**src/rtl/mux41_rr_arbiter.sv**
```systemverilog
// Round-robin owner of the shared 4x1 decoder/tri-state mux: one-hot grant, mux sel/en, handoff pulse.
// One-cycle latency from req to every output, all outputs straight from flops; hold limit bounds tenure under contention.
module mux41_rr_arbiter #(
    parameter int MAX_HOLD = 8
) (
    input  logic       clk,
    input  logic       rst,
    input  logic [3:0] req,
    output logic [3:0] gnt,
    output logic [1:0] sel,
    output logic       en,
    output logic       switch
);

    localparam int CW = $clog2(MAX_HOLD);
    localparam logic [CW-1:0] HOLD_LIMIT = CW'(MAX_HOLD - 1);

    typedef enum logic {IDLE, GRANT} state_t;

    state_t          state_q, state_d;
    logic [1:0]      owner_q, owner_d;
    logic [1:0]      last_q, last_d;
    logic [CW-1:0]   hold_cnt_q, hold_cnt_d;
    logic [3:0]      gnt_q, gnt_d;
    logic            en_q, en_d;
    logic            switch_q, switch_d;
    logic [3:0]      others;

    // First requester at or after position p, wrapping modulo 4.
    function automatic logic [1:0] rr_pick(input logic [3:0] r, input logic [1:0] p);
        logic [1:0] pick;
        logic [1:0] idx;
        logic       found;
        pick  = p;
        found = 1'b0;
        for (int i = 0; i < 4; i++) begin
            idx = p + 2'(i);
            if (!found && r[idx]) begin
                pick  = idx;
                found = 1'b1;
            end
        end
        return pick;
    endfunction

    always_comb begin
        state_d    = state_q;
        owner_d    = owner_q;
        last_d     = last_q;
        hold_cnt_d = hold_cnt_q;
        switch_d   = 1'b0;
        others     = req & ~(4'b0001 << owner_q);

        case (state_q)
            IDLE: begin
                if (|req) begin
                    state_d    = GRANT;
                    owner_d    = rr_pick(req, last_q + 2'd1);
                    hold_cnt_d = '0;
                end
            end
            GRANT: begin
                if (!req[owner_q]) begin
                    if (|others) begin
                        owner_d    = rr_pick(others, owner_q + 2'd1);
                        hold_cnt_d = '0;
                        switch_d   = 1'b1;
                    end else begin
                        state_d = IDLE;
                    end
                end else if ((hold_cnt_q == HOLD_LIMIT) && (|others)) begin
                    // Preempt: owner is masked out of the search so it cannot win again.
                    owner_d    = rr_pick(others, owner_q + 2'd1);
                    hold_cnt_d = '0;
                    switch_d   = 1'b1;
                end else if (hold_cnt_q != HOLD_LIMIT) begin
                    hold_cnt_d = hold_cnt_q + CW'(1);
                end
            end
            default: state_d = IDLE;
        endcase

        if (state_d == GRANT) begin
            last_d = owner_d;
        end
        gnt_d = (state_d == GRANT) ? (4'b0001 << owner_d) : 4'b0000;
        en_d  = (state_d == GRANT);
    end

    always_ff @(posedge clk) begin
        if (rst) begin
            state_q    <= IDLE;
            owner_q    <= 2'd0;
            last_q     <= 2'd3;
            hold_cnt_q <= '0;
            gnt_q      <= 4'b0000;
            en_q       <= 1'b0;
            switch_q   <= 1'b0;
        end else begin
            state_q    <= state_d;
            owner_q    <= owner_d;
            last_q     <= last_d;
            hold_cnt_q <= hold_cnt_d;
            gnt_q      <= gnt_d;
            en_q       <= en_d;
            switch_q   <= switch_d;
        end
    end

    assign gnt    = gnt_q;
    assign sel    = owner_q;
    assign en     = en_q;
    assign switch = switch_q;

endmodule
```
**config.mk**
```make
export PLATFORM = sky130hd
export DESIGN_NAME = mux41_rr_arbiter
export DESIGN_NICKNAME = d
export VERILOG_FILES = /design/src/rtl/mux41_rr_arbiter.sv
export SDC_FILE = /design/constraint.sdc
export NUM_CORES = 1
export LEC_CHECK = 0
export CAP_MARGIN = 20
export CORE_MARGIN = 4
export CORE_UTILIZATION = 55
export DETAILED_ROUTE_END_ITERATION = 12
export PLACE_DENSITY = 0.8
export SYNTH_ARGS = -nofsm -noshare
export SYNTH_HDL_FRONTEND = slang
export SYNTH_SLANG_ARGS = --single-unit
export TNS_END_PERCENT = 50
```
**constraint.sdc**
```tcl
create_clock -name clk -period 5.2 [get_ports clk]
set_input_delay 1.04 -clock clk [delete_from_list [all_inputs] [get_ports clk]]
set_output_delay 1.04 -clock clk [all_outputs]
set_load 0.05 [all_outputs]
```
======== After elaboration in Yosys (flattened, before gate mapping) ========
Index checks and enable logic that the tools add are counted.
word-level totals
  register bits after elaboration ......... 13
  input bits .............................. 6
  output and inout port bits .............. 8
  word-level logic and storage cells ...... 135
operators by class
  add/subtract/negate cells ............... 9
  $lt $le $gt $ge ......................... 9
  equality and inequality tests ........... 5
  shift-type cells ........................ 2
  muxes and demuxes ....................... 76
  bitwise operators ....................... 4
  reductions and logical operators ........ 24
operators by type and width
  cell                                                                          number
  1-bit 2-to-1 mux                                                              46
  2-bit by 3-bit less-than comparator with 1-bit output, second input constant  9
  2-bit 2-to-1 mux                                                              13
  1-bit binary-select mux with 2-bit select                                     9
  3-bit 2-to-1 mux                                                              5
  1-bit logical AND                                                             10
  1-bit logical NOT                                                             9
  2-bit by 1-bit adder with 2-bit output, second input constant                 4
  2-bit adder, second input constant                                            4
  4-bit OR reduction                                                            2
  1-bit by 2-bit left shift with 4-bit output, first input constant             2
  3-bit case mux with 2 select lines                                            1
  4-bit AND                                                                     1
  4-bit by 2-bit inequality test with 1-bit output, second input constant       1
  4-bit NOT                                                                     1
  2-bit case mux with 2 select lines                                            1
  2-bit OR reduction                                                            2
  3-bit by 1-bit adder with 3-bit output, second input constant                 1
  3-bit equality test, second input constant                                    1
  3-bit by 1-bit inequality test with 1-bit output, second input constant       1
  3-bit inequality test, second input constant                                  1
  3-bit AND reduction                                                           1
  2-bit inequality test, second input constant                                  1
  1-bit NOT                                                                     2
  1-bit case mux with 2 select lines                                            1

======== Longest topological paths before layout ========
  depth after elaboration ................. 28
  gate-level depth with buffers ........... 10
  mapped depth without buffers ............ 8

======== Worst setup path before layout ========
Ideal clock, no wire load.
  kind .................................... flip-flop to flip-flop
  start point ............................. reg owner_q[0], in the netlist sel[0]
  end point ............................... reg last_q[0]
  setup time .............................. 0.059 ns
  arrival time ............................ 2.832 ns
  data required time ...................... 5.141 ns
  slack ................................... 2.310 ns
  cell stages (with the launch flop) ...... 9
  buffers on the path ..................... 1
  period minus slack after synthesis ...... 2.890 ns
  cell sequence ........................... dfxtp_1 buf_6 inv_1 ha_1 mux4_2 a211o_1 or4b_1 nand4_1 o31a_1
on the way
  word-level cells in the longest chain between the ends .. 27
  elaborated cells on any way between the ends .. 68
  those cells by class .................... 4 x add/sub; 1 x shift; 47 x mux; 2 x bitwise; 14 x reduce/logical
ends and longest elaborated chain
  what                                                                                             line  RTL
  start, declared                                                                                  21    logic [1:0] owner_q, owner_d;
  start signal, assigned                                                                           101   owner_q <= owner_d;
  parallel branches: the longest is 27 deep, another holds 2-bit by 1-bit adder with 2-bit output  -
  end signal, assigned                                                                             102   last_q <= last_d;
  end, declared                                                                                    22    logic [1:0] last_q, last_d;
Parallel ways; which one is timed is not known. The select of a mux whose other input is x is not followed.
A chain may end at the register's enable or synchronous reset.

======== Worst setup path in the final report ========
  start point ............................. reg owner_q[0], in the netlist sel[0]
  end point ............................... reg gnt_q[3], in the netlist gnt[3]
on the way
  word-level cells in the longest chain between the ends .. 28
  elaborated cells on any way between the ends .. 71
  those cells by class .................... 4 x add/sub; 2 x shift; 47 x mux; 3 x bitwise; 15 x reduce/logical
ends and longest elaborated chain
  what                                                                                             line  RTL
  parallel branches: the longest is 28 deep, another holds 2-bit by 1-bit adder with 2-bit output  -
  end signal, assigned                                                                             104   gnt_q <= gnt_d;
  end, declared                                                                                    24    logic [3:0] gnt_q, gnt_d;
Parallel ways; which one is timed is not known. The select of a mux whose other input is x is not followed.

==> summary.txt <==
Cells and area
  • Nets: 145
  • Fillers: 157
  • Leading cell types in the layout, fill and taps excluded: dfxtp_1 (13), clkdlybuf4s50_1 (13), nor2_1 (11)
  • Syn-to-layout area delta: 10.3%
  • Inserted Diodes: 0
  • Finished Layout Cells: 157
  • Share of cells above drive strength 1: 8.33%

Clock tree
  • Root Buffer: clkbuf_4
  • Total CTS buffers: 3
  • Clk_lat worst skew: 0.27 ns
  • H-tree depth: 1
  • Post-CTS setup buffers: 0
  • CTS tree: built
  • # hold bufs at CTS: 0
  • CTS clk-pin slew, worst paths: 0.07 ns
  • CTS sink cnt: 13
  • Post_cts resized: 0
  • Clock buffer depth: 2

Setup path
  • Type of the worst setup path: reg -> reg
  • CP Max Fanout: 22
  • Worst Setup End Kind: flip-flop
  • WP data required: 5.37 ns
  • CP Launch Type: flip-flop
  • Critical Path AT: 3.65 ns

GRT
  • First-pass GRT wire length: 4.21 mm
  • Total congestion overflow: 0
  • GRT Total Usage: 20.3%
  • Vias in the first global route: 958
  • Initial antenna violation count: 0
  • Largest net degree at the start of global routing: 23

Detailed routing
  • Post-DR wirelength/cell: 15.4 µm
  • Drt pass-1 iters: 4
  • Total Routed Length: 2.42 mm
  • Antenna Nets Post-Route: 0
  • DRC: 0
  • DR vias/cell: 6.25
  • Vias: 982
  • Drt initial violations: 35

Timing
  • Unrepaired setup endpoints after global routing: false
  • Final hold viol count: 0
  • Worst clock skew: 0.00297 ns
  • Rel. slew slack: 51.1%
  • Tcrit/Tclk final: 66.8%
  • Tightest Pin Transition: 0.733 ns
  • Final setup violation count: 0
  • Final Slew Violations: 0
  • Setup TNS: 0 ns
  • FMAX: 0.288 GHz
  • Min cycle time layout: 3.47 ns

Place
  • DP HPWL: 1.77 mm
  • RePlAce Congestion: 0.862
  • # port buffers: 13
  • Placed cells: 153

Run status
  • Outcome: finished clean

Floorplan
  • Initial core utilization: 60.4%
  • Die area: 0.00273 mm²
  • Chip Width: 52.3 µm
  • Std cell rows: 15
  • Top-Level Pins: 14
  • Core area: 0.00178 mm²
  • Die Y: 52.3 µm

Logic synthesis
  • FFs w/ async S/R, synth: 0%
  • Post-synthesis instance total: 125
  • EDFF count, synth: 0
  • Post-synthesis register bit count: 13
  • Synth unique cells: 49
  • Syn Area/Cell: 8.62 µm²
  • Post-Syn Nets: 137
  • Synth warn: 0
  • Ys flop type: dfxtp_1
  • Synth Cell Area: 0.00108 mm²
  • Sequential area share after synthesis: 24.2%

Power
  • Pwr dens: 328 mW/mm²
  • Max IR drop VDD: 180 µV
  • Leakage: 0.482 nW

Job
  • Max-Cap Viols: 0

Min path
  • Worst min-delay path class: reg -> reg
==> report_power, final <==
group | internal (W) | switching (W)
sequential | 0.000113 | 0.0000202
combinational | 0.0000826 | 0.000114
clock | 0.0000297 | 0.0000296
==> state kept, by name, indices dropped and copies added (netlist names) <==
signal and cells:
sel 2, gnt 4, en 1, last_q 2, switch 1, hold_cnt_q 3
==> critical path, stage by stage (launching register included) <==
cell      delay [ns]
dfxtp_1         0.80
inv_1           0.32
ha_1            0.60
mux4_2          0.56
a211o_1         0.36
mux2i_1         0.13
a22oi_1         0.27
nor4bb_1        0.33
==> cells in the mapped netlist (2+ instances only) <==
cell      number  area share, %
a211o_1        2            1.6
ha_1           6            7.0
o21ai_0        6            2.8
a31oi_1        3            1.7
mux2_2         2            2.1
nor2_1        11            3.8
and2b_1        3            2.1
inv_1          7            2.4
a22oi_1        3            2.1
nor2b_4        2            2.6
nand2_1        2           0.70
buf_4          2            1.4
nor4bb_1       2            1.9
nand2b_1       3            1.7
nor2b_1        3            1.7
mux2i_1        6            5.6
dfxtp_1       13             24
nand3_1        3            1.4
a21oi_1        8            3.7
nor3_1         3            1.4
buf_6          4            4.2
nor4_1         2            1.2
clkbuf_1       3            1.0
==> path summary, 6_finish.rpt <==
path / endpoint / slack (ns) / cells after the start / from
hold / removal: hold_cnt_q[1]$_SDFFE_PP0P_ / 0.52 / 2 / hold_cnt_q[1]$_SDFFE_PP0P_
setup reg to reg: gnt[3]$_SDFF_PP0_ / 1.73 / 7 / sel[0]$_SDFF_PP0_
setup / recovery: gnt[3]$_SDFF_PP0_ / 1.73 / 7 / sel[0]$_SDFF_PP0_
hold reg to reg: hold_cnt_q[1]$_SDFFE_PP0P_ / 0.52 / 2 / hold_cnt_q[1]$_SDFFE_PP0P_
==> metrics by stage <==
| stage | utilization, % | worst slack, ns | hold slack [ns] | total power (W) | instance area [µm²] |
|---|---|---|---|---|---|
| 3_5_place_dp | 65.2 | 1.63 | 0.506 | 0.000329 | 1160 |
| 3_3_place_gp | 65.2 | 1.72 | 0.490 | 0.000325 | 1160 |
| 2_1_floorplan | - | 2.31 | 0.468 | 0.000289 | 1080 |
| 6_report | 66.7 | 1.73 | 0.521 | 0.000390 | 1190 |
| 4_1_cts | 66.7 | 1.80 | 0.525 | 0.000391 | 1190 |
| 5_1_grt | 66.7 | 1.48 | 0.577 | 0.000415 | 1190 |
==> cell type report <==
type,count,area [µm²],share of cell area [%]
Timing Repair Buffer,13,130,10.9
Tap cell,25,31.3,2.63
Sequential cell,13,260,21.9
Inverter,7,26.3,2.21
Multi-Input combinational cell,95,714,60.1
Clock buffer,4,26.3,2.21
==> layer usage <==
| layer | vias up | wire length, µm | global-route usage, % |
|---|---|---|---|
| li1 | 478 | - | - |
| met4 | 0 | 7 | 3.83 |
| met2 | 36 | 1150 | 32.6 |
| met3 | 2 | 183 | 7.12 |
| met1 | 466 | 1070 | 26.3 |
| met5 | - | 0 | 0 |
==> logic make-up (layout without fill, tap and decap cells) <==
| logic type | count (synthesis) | in the layout | synth area share [%] |
|---|---|---|---|
| AOI/OAI and AO/OA | 34 | 34 | 21.1 |
| adders and majority gates | 6 | 6 | 6.97 |
| buffers and inverters | 17 | 24 | 9.52 |
| DFF | 13 | 13 | 24.2 |
| muxes | 10 | 10 | 12.2 |
| and+or+nand+nor | 45 | 45 | 26.0 |
(Power assumes the default switching activity.)
